==> src/rtl/axim_bridge_pkg.sv <==
// Shared definitions for the LSU-to-AXI4-Lite bridge.
//  - AXI4-Lite response codes and the default protection value
//  - bridge FSM state encoding
//  - helper that classifies an AXI response as an error
package axim_bridge_pkg;

  localparam logic [1:0] AXI_RESP_OKAY   = 2'b00;
  localparam logic [1:0] AXI_RESP_EXOKAY = 2'b01;
  localparam logic [1:0] AXI_RESP_SLVERR = 2'b10;
  localparam logic [1:0] AXI_RESP_DECERR = 2'b11;

  localparam logic [2:0] AXI_PROT_DEFAULT = 3'b000;

  typedef enum logic [2:0] {
    ST_IDLE = 3'd0,
    ST_WREQ = 3'd1,
    ST_WRSP = 3'd2,
    ST_RREQ = 3'd3,
    ST_RRSP = 3'd4,
    ST_DONE = 3'd5
  } bridge_state_e;

  // Anything other than OKAY is reported to the LSU as an error
  // (EXOKAY is meaningless for a non-exclusive AXI4-Lite access).
  function automatic logic resp_is_err(input logic [1:0] resp);
    return resp != AXI_RESP_OKAY;
  endfunction

endpackage

==> src/rtl/axim_bridge_tmo.sv <==
// Response timeout counter for the bridge.
//  clk, rst_n : clock, asynchronous active-low reset
//  clr        : hold the count at zero (asserted whenever not waiting for a response)
//  en         : count one waiting cycle
//  expired    : count has reached TIMEOUT-1; constant 0 when TIMEOUT == 0
module axim_tmo #(
  parameter int TIMEOUT = 256,
  parameter int TO_W    = 9
) (
  input  logic clk,
  input  logic rst_n,
  input  logic clr,
  input  logic en,
  output logic expired
);

  logic [TO_W-1:0] cnt_reg;

  always_ff @(posedge clk or negedge rst_n) begin
    if (!rst_n) begin
      cnt_reg <= '0;
    end else if (clr) begin
      cnt_reg <= '0;
    end else if (en) begin
      cnt_reg <= cnt_reg + 1'b1;
    end
  end

  // TIMEOUT == 0 disables expiry entirely.
  assign expired = (TIMEOUT != 0) && en && (cnt_reg == TO_W'(TIMEOUT - 1));

endmodule

==> src/rtl/axim_bridge.sv <==
// LSU off-SRAM request port to AXI4-Lite master bridge.
// Accepts one request on hs_ls4axim_val, runs exactly one AXI4-Lite read or write,
// and reports completion with a one-cycle hs_axim4ls_rdy pulse carrying o_rdat/o_err.
// Ports:
//  clk, rst_n                        clock, asynchronous active-low reset
//  hs_ls4axim_val / hs_axim4ls_rdy   request valid in / completion pulse out
//  i_adr, i_wdat, i_wen              request address, write data, byte strobes (0 = read)
//  o_rdat, o_err                     read data (0 for writes/timeouts), error flag
//  o_aw*/i_awready, o_w*/i_wready    AXI write address / write data channels
//  i_bvalid/o_bready, i_bresp        AXI write response channel
//  o_ar*/i_arready                   AXI read address channel
//  i_rvalid/o_rready, i_rdata/i_rresp AXI read data channel
module axim_bridge
  import axim_bridge_pkg::*;
#(
  parameter int TIMEOUT = 256,
  parameter int TO_W    = 9
) (
  input  logic        clk,
  input  logic        rst_n,
  input  logic        hs_ls4axim_val,
  output logic        hs_axim4ls_rdy,
  input  logic [31:0] i_adr,
  input  logic [31:0] i_wdat,
  input  logic [3:0]  i_wen,
  output logic [31:0] o_rdat,
  output logic        o_err,
  output logic        o_awvalid,
  input  logic        i_awready,
  output logic [31:0] o_awaddr,
  output logic [2:0]  o_awprot,
  output logic        o_wvalid,
  input  logic        i_wready,
  output logic [31:0] o_wdata,
  output logic [3:0]  o_wstrb,
  input  logic        i_bvalid,
  output logic        o_bready,
  input  logic [1:0]  i_bresp,
  output logic        o_arvalid,
  input  logic        i_arready,
  output logic [31:0] o_araddr,
  output logic [2:0]  o_arprot,
  input  logic        i_rvalid,
  output logic        o_rready,
  input  logic [31:0] i_rdata,
  input  logic [1:0]  i_rresp
);

  bridge_state_e state_reg;
  logic [31:0]   adr_reg;
  logic [31:0]   wdat_reg;
  logic [3:0]    wen_reg;

  logic tmo_clr;
  logic tmo_expired;
  logic aw_fin;
  logic w_fin;

  // Counter runs only while waiting for B or R; every other state holds it at zero,
  // so it is always cleared on entry to WRSP/RRSP.
  assign tmo_clr = (state_reg != ST_WRSP) && (state_reg != ST_RRSP);

  axim_tmo #(
    .TIMEOUT (TIMEOUT),
    .TO_W    (TO_W)
  ) u_tmo (
    .clk     (clk),
    .rst_n   (rst_n),
    .clr     (tmo_clr),
    .en      (!tmo_clr),
    .expired (tmo_expired)
  );

  // A channel is finished once its valid has dropped, or in the cycle its handshake occurs.
  assign aw_fin = !o_awvalid || i_awready;
  assign w_fin  = !o_wvalid  || i_wready;

  assign o_awaddr = adr_reg;
  assign o_araddr = adr_reg;
  assign o_awprot = AXI_PROT_DEFAULT;
  assign o_arprot = AXI_PROT_DEFAULT;
  assign o_wdata  = wdat_reg;
  assign o_wstrb  = wen_reg;

  always_ff @(posedge clk or negedge rst_n) begin
    if (!rst_n) begin
      state_reg      <= ST_IDLE;
      adr_reg        <= '0;
      wdat_reg       <= '0;
      wen_reg        <= '0;
      o_rdat         <= '0;
      o_err          <= 1'b0;
      hs_axim4ls_rdy <= 1'b0;
      o_awvalid      <= 1'b0;
      o_wvalid       <= 1'b0;
      o_bready       <= 1'b0;
      o_arvalid      <= 1'b0;
      o_rready       <= 1'b0;
    end else begin
      hs_axim4ls_rdy <= 1'b0;

      // After a timeout the ready is left high so a late response is swallowed;
      // it drops once that response has been taken.
      if (o_bready && i_bvalid && (state_reg != ST_WRSP)) o_bready <= 1'b0;
      if (o_rready && i_rvalid && (state_reg != ST_RRSP)) o_rready <= 1'b0;

      case (state_reg)
        ST_IDLE: begin
          if (hs_ls4axim_val) begin
            adr_reg  <= i_adr;
            wdat_reg <= i_wdat;
            wen_reg  <= i_wen;
            if (i_wen != 4'b0000) begin
              state_reg <= ST_WREQ;
              o_awvalid <= 1'b1;
              o_wvalid  <= 1'b1;
            end else begin
              state_reg <= ST_RREQ;
              o_arvalid <= 1'b1;
            end
          end
        end

        ST_WREQ: begin
          if (o_awvalid && i_awready) o_awvalid <= 1'b0;
          if (o_wvalid && i_wready)   o_wvalid  <= 1'b0;
          if (aw_fin && w_fin) begin
            state_reg <= ST_WRSP;
            o_bready  <= 1'b1;
          end
        end

        ST_WRSP: begin
          if (i_bvalid) begin
            o_err          <= resp_is_err(i_bresp);
            o_rdat         <= '0;
            o_bready       <= 1'b0;
            hs_axim4ls_rdy <= 1'b1;
            state_reg      <= ST_DONE;
          end else if (tmo_expired) begin
            o_err          <= 1'b1;
            o_rdat         <= '0;
            hs_axim4ls_rdy <= 1'b1;
            state_reg      <= ST_DONE;
          end
        end

        ST_RREQ: begin
          if (i_arready) begin
            o_arvalid <= 1'b0;
            o_rready  <= 1'b1;
            state_reg <= ST_RRSP;
          end
        end

        ST_RRSP: begin
          if (i_rvalid) begin
            o_rdat         <= i_rdata;
            o_err          <= resp_is_err(i_rresp);
            o_rready       <= 1'b0;
            hs_axim4ls_rdy <= 1'b1;
            state_reg      <= ST_DONE;
          end else if (tmo_expired) begin
            o_rdat         <= '0;
            o_err          <= 1'b1;
            hs_axim4ls_rdy <= 1'b1;
            state_reg      <= ST_DONE;
          end
        end

        // hs_axim4ls_rdy is high for this single cycle; requests are not sampled here.
        ST_DONE: begin
          state_reg <= ST_IDLE;
        end

        default: begin
          state_reg <= ST_IDLE;
        end
      endcase
    end
  end

endmodule
==> config.mk <==
export PLATFORM = sky130hd
export DESIGN_NAME = axim_bridge
export DESIGN_NICKNAME = d
export VERILOG_FILES = /design/src/rtl/axim_bridge_pkg.sv /design/src/rtl/axim_bridge_tmo.sv /design/src/rtl/axim_bridge.sv
export SDC_FILE = /design/constraint.sdc
export NUM_CORES = 1
export LEC_CHECK = 0
export ABC_AREA = 1
export CAP_MARGIN = 10
export CELL_PAD_IN_SITES_DETAIL_PLACEMENT = 0
export CELL_PAD_IN_SITES_GLOBAL_PLACEMENT = 2
export CORE_MARGIN = 1
export CORE_UTILIZATION = 24
export CTS_CLUSTER_SIZE = 16
export DETAILED_ROUTE_END_ITERATION = 10
export PLACE_DENSITY_LB_ADDON = 0.1
export SLEW_MARGIN = 5
export SYNTH_ARGS = -nofsm -noshare
export SYNTH_HDL_FRONTEND = slang
export SYNTH_HIERARCHICAL = 1
export SYNTH_SLANG_ARGS = --single-unit
==> constraint.sdc <==
create_clock -name clk -period 5.1 [get_ports clk]
set_clock_uncertainty 0.05 [all_clocks]
set_input_delay 1.02 -clock clk [delete_from_list [all_inputs] [get_ports clk]]
set_output_delay 1.02 -clock clk [all_outputs]
set_load 0.05 [all_outputs]
==> results.cfg, run 1 <==
[sta]
rsz0062_at_grt = false
worst_pin_slew_ns = 0.772
max_clock_freq_mhz = 339
hold_violations = 0
timing.final.ws_setup_ns = 2.15
post-route-min-period_ns = 2.95
max_slew_margin = 0.485
post-route-period-util = 0.579
hold_ws_ns = 0.425
finalSetupViolCount = 0
setup_tns_ns = 0
maxSlewViolCount = 0

[synthesis]
yosysUniqueCellTypes = 24
syn-instance-count = 625
ys_warn_count = 6
syn_area_um2 = 5290
ys_ff_latch = 119
ys_async_sr_fraction = 1.00
synth_common_cells = nand2_1 (284), dfrtp_1 (119), nand3_1 (76)
synth.largest_area_cell = dfrtp_1
synth_enable_flop_cells = 0
syn_area_per_cell_um2 = 8.46
ys_seq_area_frac = 0.563
synth_most_common_cell = nand2_1
synth_top_area_frac = 0.563
synth_area_leaders = dfrtp_1 (56%), nand2_1 (20%), nand3_1 (7.2%)
ys_dominant_reg_cell = dfrtp_1

[routing]
vias = 4681
drt_iter0_markers = 168
wirelength_um = 16100
drc_errors = 0
drt-wirelength-per-cell_um = 14.3
via_per_inst = 4.15
drtAntennaViolNets = 0
dr.pass1.iters = 4

[clock_tree]
clockBufferDepth = 2
cts_made_buffers = 17
postCtsSetupBuffers = 0
holdBufCountCts = 0
clk_latency_ns = 0.40
clkSinkCount = 119
cts-htree-levels = 4
clk_pin_slew_ns = 0.05
cts_tree = done
cts_root_buf = clkbuf_16
post_cts_resized = 0

[critical_path]
max_stage_delay_ns = 0.49
critPathMaxFanout = 35
crit_chain = nor2_4, nand2_1, inv_2, nor2_1, inv_1, nand2_1, inv_1, nor2_1, nand2_1, nand2_2, nand3_1, nand2_1, nand2_1
cp_data_required_time_ns = 5.34
crit_path_end_kind = flip-flop
worstPathArrival_ns = 3.19
cp-startpoint = state_reg[0]
critPathSlowestCell = nand2_2
critPathLaunchType = flip-flop
crit_type = reg2reg
critPathMostFrequentCell = nand2_1
r2r_start = state_reg[0]

[pwr]
swShare = 0.497
pwr-share-seq = 0.250
comb_power_share = 0.563
clock_power_share = 0.187
intPower_mw = 3.22
p_switching_mw = 3.18
p_leak_nw = 4.04
powerDensity_nw_per_um2 = 767
irDropWorstVdd_mv = 0.301

[global_route]
grt_use_total = 0.144
grt_pass1_wl_um = 24500
grt_pass1_vias = 4554
grt_max_degree = 73
antenna_found_initial = 0
overflow = 0

[worst_hold_path]
min_path_type = reg2reg
holdCritStartpoint = o_wdata[30]

[layout]
drive_gt1_frac = 0.0574
layout.nets = 954
antenna_cells = 0
syn_to_final_growth_pct = 57.6

[placed_design]
hpwl_um = 11100
post-place-ws_ns = 2.07
gp_congestion = 0.759
portBuffers = 250

[floorplanning]
core_area_um2 = 21300
core.rowCount = 53
io_pins = 257
die_w_um = 150
die_y_um = 150
die_area_um2 = 22600
start_util = 0.248

[flow_run]
maxCapViolCount = 0

[status]
status = complete, no violations
logic make-up (layout without fill, tap and decap cells):
family / Yosys count / count (layout) / share of synthesized area
and+or+nand+nor: 390 / 390 / 0.306
DFF: 119 / 119 / 0.563
AOI/OAI and AO/OA: 16 / 16 / 0.0154
buffers and inverters: 97 / 320 / 0.110
other: 1 / 6 / 0.000709
adders and majority gates: 2 / 2 / 0.00473
per-stage QoR:
stage / area [µm²] / cells / power [mW] / util
floorplan: 5310 / 630 / 4.12 / -
global placement: 7730 / 1095 / 5.22 / 0.363
detailed placement: 7730 / 1095 / 5.24 / 0.363
CTS: 8320 / 1127 / 6.47 / 0.391
global route: 8340 / 1128 / 6.74 / 0.392
finish: 8340 / 1128 / 6.39 / 0.392
power groups by stage:
stage	clock network (mW)	registers (mW)	logic (mW)
floorplan	0	2.84	1.28
global placement	0	1.60	3.62
detailed placement	0	1.61	3.63
CTS	1.23	1.60	3.64
global route	1.28	1.65	3.81
finish	1.19	1.60	3.60
worst paths after layout:
| check | endpoint | slack (ns) | cells after the start |
|---|---|---|---|
| worst max register to register | state_reg[0] | 2.15 | 13 |
| worst min-delay path | o_wdata[30] | 0.42 | 2 |
| max in group asynchronous | o_araddr[24] | 3.37 | 2 |
| worst min register to register | o_wdata[30] | 0.42 | 2 |
| min in group asynchronous | o_araddr[8] | 0.58 | 1 |
| worst max-delay path | state_reg[0] | 2.15 | 13 |
per-layer routing:
metal / vias to the layer above / routed length, µm / global-route usage
li1: 2330 / - / -
met1: 2185 / 6910 / 0.176
met2: 158 / 8100 / 0.241
met3: 8 / 1040 / 0.0491
met4: 0 / 84 / 0.0364
met5: - / 0 / 0
critical path: cells and delay by family, from the launching register on:
family,cells,cell delay (ns)
DFF,1,0.48
and+or+nand+nor,10,1.74
buffers and inverters,3,0.55
placed cells by master, fill, tap and decap left out, drive strengths merged:
cell type | Yosys | layout
a21oi | 6 | 6
and2 | 1 | 1
buf | 57 | 7
bufinv | 0 | 2
clkbuf | 8 | 24
clkdlybuf4s50 | 0 | 249
clkinv | 0 | 4
clkinvlp | 0 | 2
conb | 1 | 6
dfrtp | 119 | 119
ha | 2 | 2
inv | 32 | 32
nand2 | 286 | 286
nand3 | 78 | 78
nand4 | 1 | 1
nor2 | 20 | 20
nor3 | 3 | 3
nor4 | 1 | 1
o21ai | 9 | 9
o22ai | 1 | 1
layout make-up:
class | instances | area, µm²
clock buffers | 24 | 492
clock inverters | 8 | 95.1
fillers | 2147 | 13000
inverters | 32 | 120
multi-input cells | 414 | 1750
flip-flops and latches | 119 | 2980
well taps | 275 | 344
repair buffers | 256 | 2560
Note: power is estimated with default switching activity, not from simulation.
==> inputs of run 2 (changes only) <==
--- a/config.mk
+++ b/config.mk
@@ -10,7 +10,7 @@
 export CELL_PAD_IN_SITES_DETAIL_PLACEMENT = 0
 export CELL_PAD_IN_SITES_GLOBAL_PLACEMENT = 2
 export CORE_MARGIN = 1
-export CORE_UTILIZATION = 24
+export CORE_UTILIZATION = 20
 export CTS_CLUSTER_SIZE = 16
 export DETAILED_ROUTE_END_ITERATION = 10
 export PLACE_DENSITY_LB_ADDON = 0.1
==> constraint.sdc (replaced) <==
create_clock -name clk -period 2.4 [get_ports clk]
set_clock_uncertainty 0.05 [all_clocks]
set_input_delay 0.48 -clock clk [delete_from_list [all_inputs] [get_ports clk]]
set_output_delay 0.48 -clock clk [all_outputs]
set_load 0.05 [all_outputs]
==> run 2 against run 1 <==
Wire length rose by 6.1%. Final area rose by 2.3%. Non-clock buffer count rose by 10. Clock power rose by 120%. Count of clock-buffer cells in the layout fell by 5.
==> results.cfg, run 2 (synthesis gave the netlist of run 1 again) <==
[pwr]
powerDensity_nw_per_um2 = 1610
irDropWorstVdd_mv = 0.743
p_leak_nw = 4.10

[layout]
layout.nets = 964
mostFrequentLayoutCell = nand2_1
nFillCells = 2731
post-route-util = 0.328
drive_gt1_frac = 0.0695
final_cells = 1199
postLayoutCellArea_um2 = 8530
final_cell_mix = nand2_1 (284), clkdlybuf4s50_1 (249), dfrtp_1 (119)
syn_to_final_growth_pct = 61.3

[sta]
rsz0062_at_grt = false
hold_ws_ns = 0.424
max_slew_margin = 0.610
hold_violations = 0
max_clock_freq_mhz = 458
post-route-min-period_ns = 2.18
finalSetupViolCount = 0
post-route-period-util = 0.909
maxSlewViolCount = 0
worst_pin_slew_ns = 0.583
setup_tns_ns = 0

[clock_tree]
post_cts_resized = 0
clk_latency_ns = 0.41
clk_pin_slew_ns = 0.06
postCtsSetupBuffers = 0
cts-htree-levels = 4
cts_made_buffers = 17
cts_root_buf = clkbuf_16
clkSinkCount = 119
holdBufCountCts = 1
clockBufferDepth = 2
cts_tree = done

[global_route]
grt_use_total = 0.129
overflow = 0
grt_pass1_vias = 4852
grt_pass1_wl_um = 26600
grt_max_degree = 46
antenna_found_initial = 1

[flow_run]
maxCapViolCount = 0

[status]
status = complete, no violations

[critical_path]
crit_path_end_kind = primary output
critPathSlowestCell = clkdlybuf4s50_1
critPathLaunchType = flip-flop
critPathTopFamily = buffers and inverters
worstPathArrival_ns = 1.65
reg2regPathDepth = 12
crit_chain = clkdlybuf4s50_1
crit_buf_inv = 1
critPathMaxFanout = 3
cp.depth = 1
crit_type = reg2out
cp_data_required_time_ns = 1.87
critical_path.endpoint = o_awaddr[0]
reg2reg_slack_ns = 0.33
max_stage_delay_ns = 0.84
cp-startpoint = o_araddr[0]
rr_endpoint = o_rdat[8]
r2r_start = u_tmo/cnt_reg[1]

[floorplanning]
die_area_um2 = 27100
io_pins = 257
start_util = 0.204
core.rowCount = 59
die_w_um = 165
core_area_um2 = 26000
die_y_um = 165

[routing]
drt-wirelength-per-cell_um = 14.3
vias = 4757
drc_errors = 0
wirelength_um = 17100
drtAntennaViolNets = 0
drt_iter0_markers = 291
dr.pass1.iters = 4
via_per_inst = 3.97

[worst_hold_path]
min_path_type = reg2reg

[placed_design]
dp.cells = 1165
place_area_um2 = 7930
hpwl_um = 12200
portBuffers = 250
gp_congestion = 0.794
==> run 2: changes by cell type in the layout (fill, tap and decap cells not counted), sizes merged <==
cell,before,now
clkbuf,24,19
buf,7,16
inv,32,35
diode,0,1
clkinv,4,6
dlygate4sd3,0,1
==> run 2: power by group <==
| part | internal [mW] | leakage (nW) | switching, mW |
|---|---|---|---|
| logic | 2.44 | 2.29 | 5.31 |
| registers | 2.82 | 1.53 | 0.566 |
| clock network | 1.57 | 0.284 | 0.992 |
| total | 6.83 | 4.10 | 6.87 |
==> run 2: final cells by class <==
| cell class | instances | area [µm²] | area share |
|---|---|---|---|
| repair buffers | 266 | 2670 | 0.313 |
| diodes | 1 | 2.50 | 0.000293 |
| clock buffers | 19 | 443 | 0.0519 |
| inverters | 32 | 120 | 0.0141 |
| clock inverters | 13 | 146 | 0.0172 |
| well taps | 335 | 419 | 0.0491 |
| multi-input cells | 414 | 1750 | 0.205 |
| flip-flops and latches | 119 | 2980 | 0.349 |
==> run 2: per-layer routing <==
layer / vias to the layer above / track usage / wire, µm
met4: 0 / 0.0379 / 125
met3: 9 / 0.0470 / 1310
met2: 168 / 0.214 / 8330
met1: 2222 / 0.155 / 7360
li1: 2358 / - / -
met5: - / 0 / 0
==> run 2: metrics by stage <==
stage,setup slack [ns],total power [mW]
finish,0.218,13.7
global route,0.136,14.5
CTS,0.187,13.9
detailed placement,0.309,11.3
global placement,0.389,11.2
floorplan,0.302,8.76
==> run 2: how the worst min path moves through the flow <==
stage,startpoint,endpoint,cells past startpoint
after global routing,rst_n,o_wdata[29],2
after detailed placement,rst_n,o_wdata[29],1
after global placement,rst_n,o_wdata[24],1
final,o_wstrb[3],o_wstrb[3],2
after floorplan,rst_n,hs_axim4ls_rdy,0
after CTS,rst_n,o_wdata[29],2
==> inputs of run 3 (changes only) <==
--- a/config.mk
+++ b/config.mk
@@ -17,5 +17,4 @@
 export SLEW_MARGIN = 5
 export SYNTH_ARGS = -nofsm -noshare
 export SYNTH_HDL_FRONTEND = slang
-export SYNTH_HIERARCHICAL = 1
 export SYNTH_SLANG_ARGS = --single-unit
==> run 3 against run 2 <==
First-iteration DRC count shrank 27%. Via count shrank 3.6%. Register-to-register slack lost 0.05 ns. Critical path depth is the same.
==> results.cfg, run 3 <==
[synthesis]
ys_dominant_reg_cell = dfrtp_1
synth_area_leaders = dfrtp_1 (58%), nand2_1 (22%), buf_4 (6.3%)
yosysUniqueCellTypes = 21
ys_ff_latch = 119
syn_area_um2 = 5110
synth_common_cells = nand2_1 (297), dfrtp_1 (119), nand3_1 (45)
syn-instance-count = 606
synth_top_area_frac = 0.583
synth.largest_area_cell = dfrtp_1
ys_async_sr_fraction = 1.00
syn_area_per_cell_um2 = 8.43
synth_most_common_cell = nand2_1
ys_seq_area_frac = 0.583
ys_warn_count = 0
synth_enable_flop_cells = 0

[routing]
wirelength_um = 16200
vias = 4585
drt-wirelength-per-cell_um = 13.8
routed.top_layer = met4
wl_met2_um = 7320
dr.pass1.iters = 4
wl_met3_um = 1260
drt_iter0_markers = 213
drc_errors = 0
drtAntennaViolNets = 0
drt-met1-wl_um = 7440
via_per_inst = 3.91

[layout]
final_cell_mix = nand2_1 (297), clkdlybuf4s50_1 (249), dfrtp_1 (119)
mostFrequentLayoutCell = nand2_1
post-route-util = 0.336
nFillCells = 2646
layout.nets = 943
syn_to_final_growth_pct = 65.2
drive_gt1_frac = 0.0594
final_cells = 1172
antenna_cells = 0

[critical_path]
crit_chain = clkdlybuf4s50_1
crit_type = reg2out
cp_data_required_time_ns = 1.87
critPathMaxFanout = 3
crit_buf_inv = 1
max_stage_delay_ns = 0.87
critPathSlowestCell = clkdlybuf4s50_1
worstPathArrival_ns = 1.66
critPathLaunchType = flip-flop
crit_path_end_kind = primary output
critPathTopFamily = buffers and inverters

[pwr]
p_leak_nw = 4.06
irDropWorstVdd_mv = 0.597
powerDensity_nw_per_um2 = 1600

[sta]
hold_violations = 0
finalSetupViolCount = 0
setup_tns_ns = 0
post-route-period-util = 0.912
rsz0062_at_grt = false
worst_pin_slew_ns = 0.576
hold_ws_ns = 0.403
maxSlewViolCount = 0
post-route-min-period_ns = 2.19
max_slew_margin = 0.615
max_clock_freq_mhz = 457

[floorplanning]
io_pins = 257
start_util = 0.203
core_area_um2 = 25100
die_y_um = 162
die_w_um = 162
core.rowCount = 58
die_area_um2 = 26200

[placed_design]
hpwl_um = 11400
dp.cells = 1139
portBuffers = 250
gp_congestion = 0.744

[worst_hold_path]
min_path_type = reg2reg

[clock_tree]
cts_tree = done
cts-htree-levels = 4
clk_pin_slew_ns = 0.06
postCtsSetupBuffers = 0
clk_latency_ns = 0.41
cts_root_buf = clkbuf_16
cts_made_buffers = 17
clockBufferDepth = 2
clkSinkCount = 119

[global_route]
grt_pass1_vias = 4656
grt_use_total = 0.126
grt_pass1_wl_um = 25300
grt_max_degree = 58
antenna_found_initial = 0
overflow = 0

[flow_run]
maxCapViolCount = 0

[status]
status = complete, no violations
## run 3: cell types whose count changed after synthesis, sizes merged, moves of 3 or more
cell,change
nor2,+6
nand3,-32
buf,-3
nand2,+12
## run 3: cell families (layout without fill, tap and decap cells)
family                     after synthesis  after routing  share of synthesized area
buffers and inverters                   93            324                      0.103
adders and majority gates                2              2                    0.00490
other                                    1              6                   0.000734
and+or+nand+nor                        376            376                      0.293
DFF                                    119            119                      0.583
AOI/OAI and AO/OA                       15             15                     0.0152
## run 3: what timing repair did
item,4_1_cts,5_1_grt
setup endpoints to repair,0,33
gates resized for setup,0,4
endpoints found under the hold margin,25,0
hold buffers,1,0
## run 3: layout make-up
class	count	area [µm²]	share of cell area
Sequential cell	119	2980	0.353
Timing Repair Buffer	260	2640	0.313
Multi-Input combinational cell	399	1630	0.193
Clock buffer	21	480	0.0570
Tap cell	330	413	0.0489
Clock inverter	11	170	0.0202
Inverter	32	123	0.0145
## run 3: metrics by stage
step / power [mW] / area (µm²) / setup slack, ns
finish: 13.5 / 8440 / 0.211
global route: 14.2 / 8440 / 0.00576
CTS: 13.7 / 8430 / 0.130
detailed placement: 10.8 / 7760 / 0.158
global placement: 10.7 / 7760 / 0.151
floorplan: 8.39 / 5130 / 0.508
## run 3: worst paths after layout
path	slack (ns)	to	cells after the start	startpoint
max in group asynchronous	1.14	state_reg[1]	3	rst_n
min reg2reg	0.40	u_tmo.cnt_reg[0]	1	u_tmo.cnt_reg[0]
min	0.40	u_tmo.cnt_reg[0]	1	u_tmo.cnt_reg[0]
max	0.21	o_awvalid	1	o_awvalid
max reg2reg	0.28	o_rdat[15]	14	u_tmo.cnt_reg[0]
min in group asynchronous	0.49	o_araddr[23]	2	rst_n
## run 3: power by group
part	switching, mW	internal [mW]	leakage [nW]	total (mW)
Clock	0.969	1.85	0.311	2.82
Sequential	0.539	2.79	1.53	3.33
Combinational	5.01	2.32	2.22	7.33
## run 3: per-layer routing
metal,up-vias,track usage
met5,-,0
met4,0,0.0386
met3,7,0.0493
met2,184,0.200
met1,2126,0.157
li1,2268,-
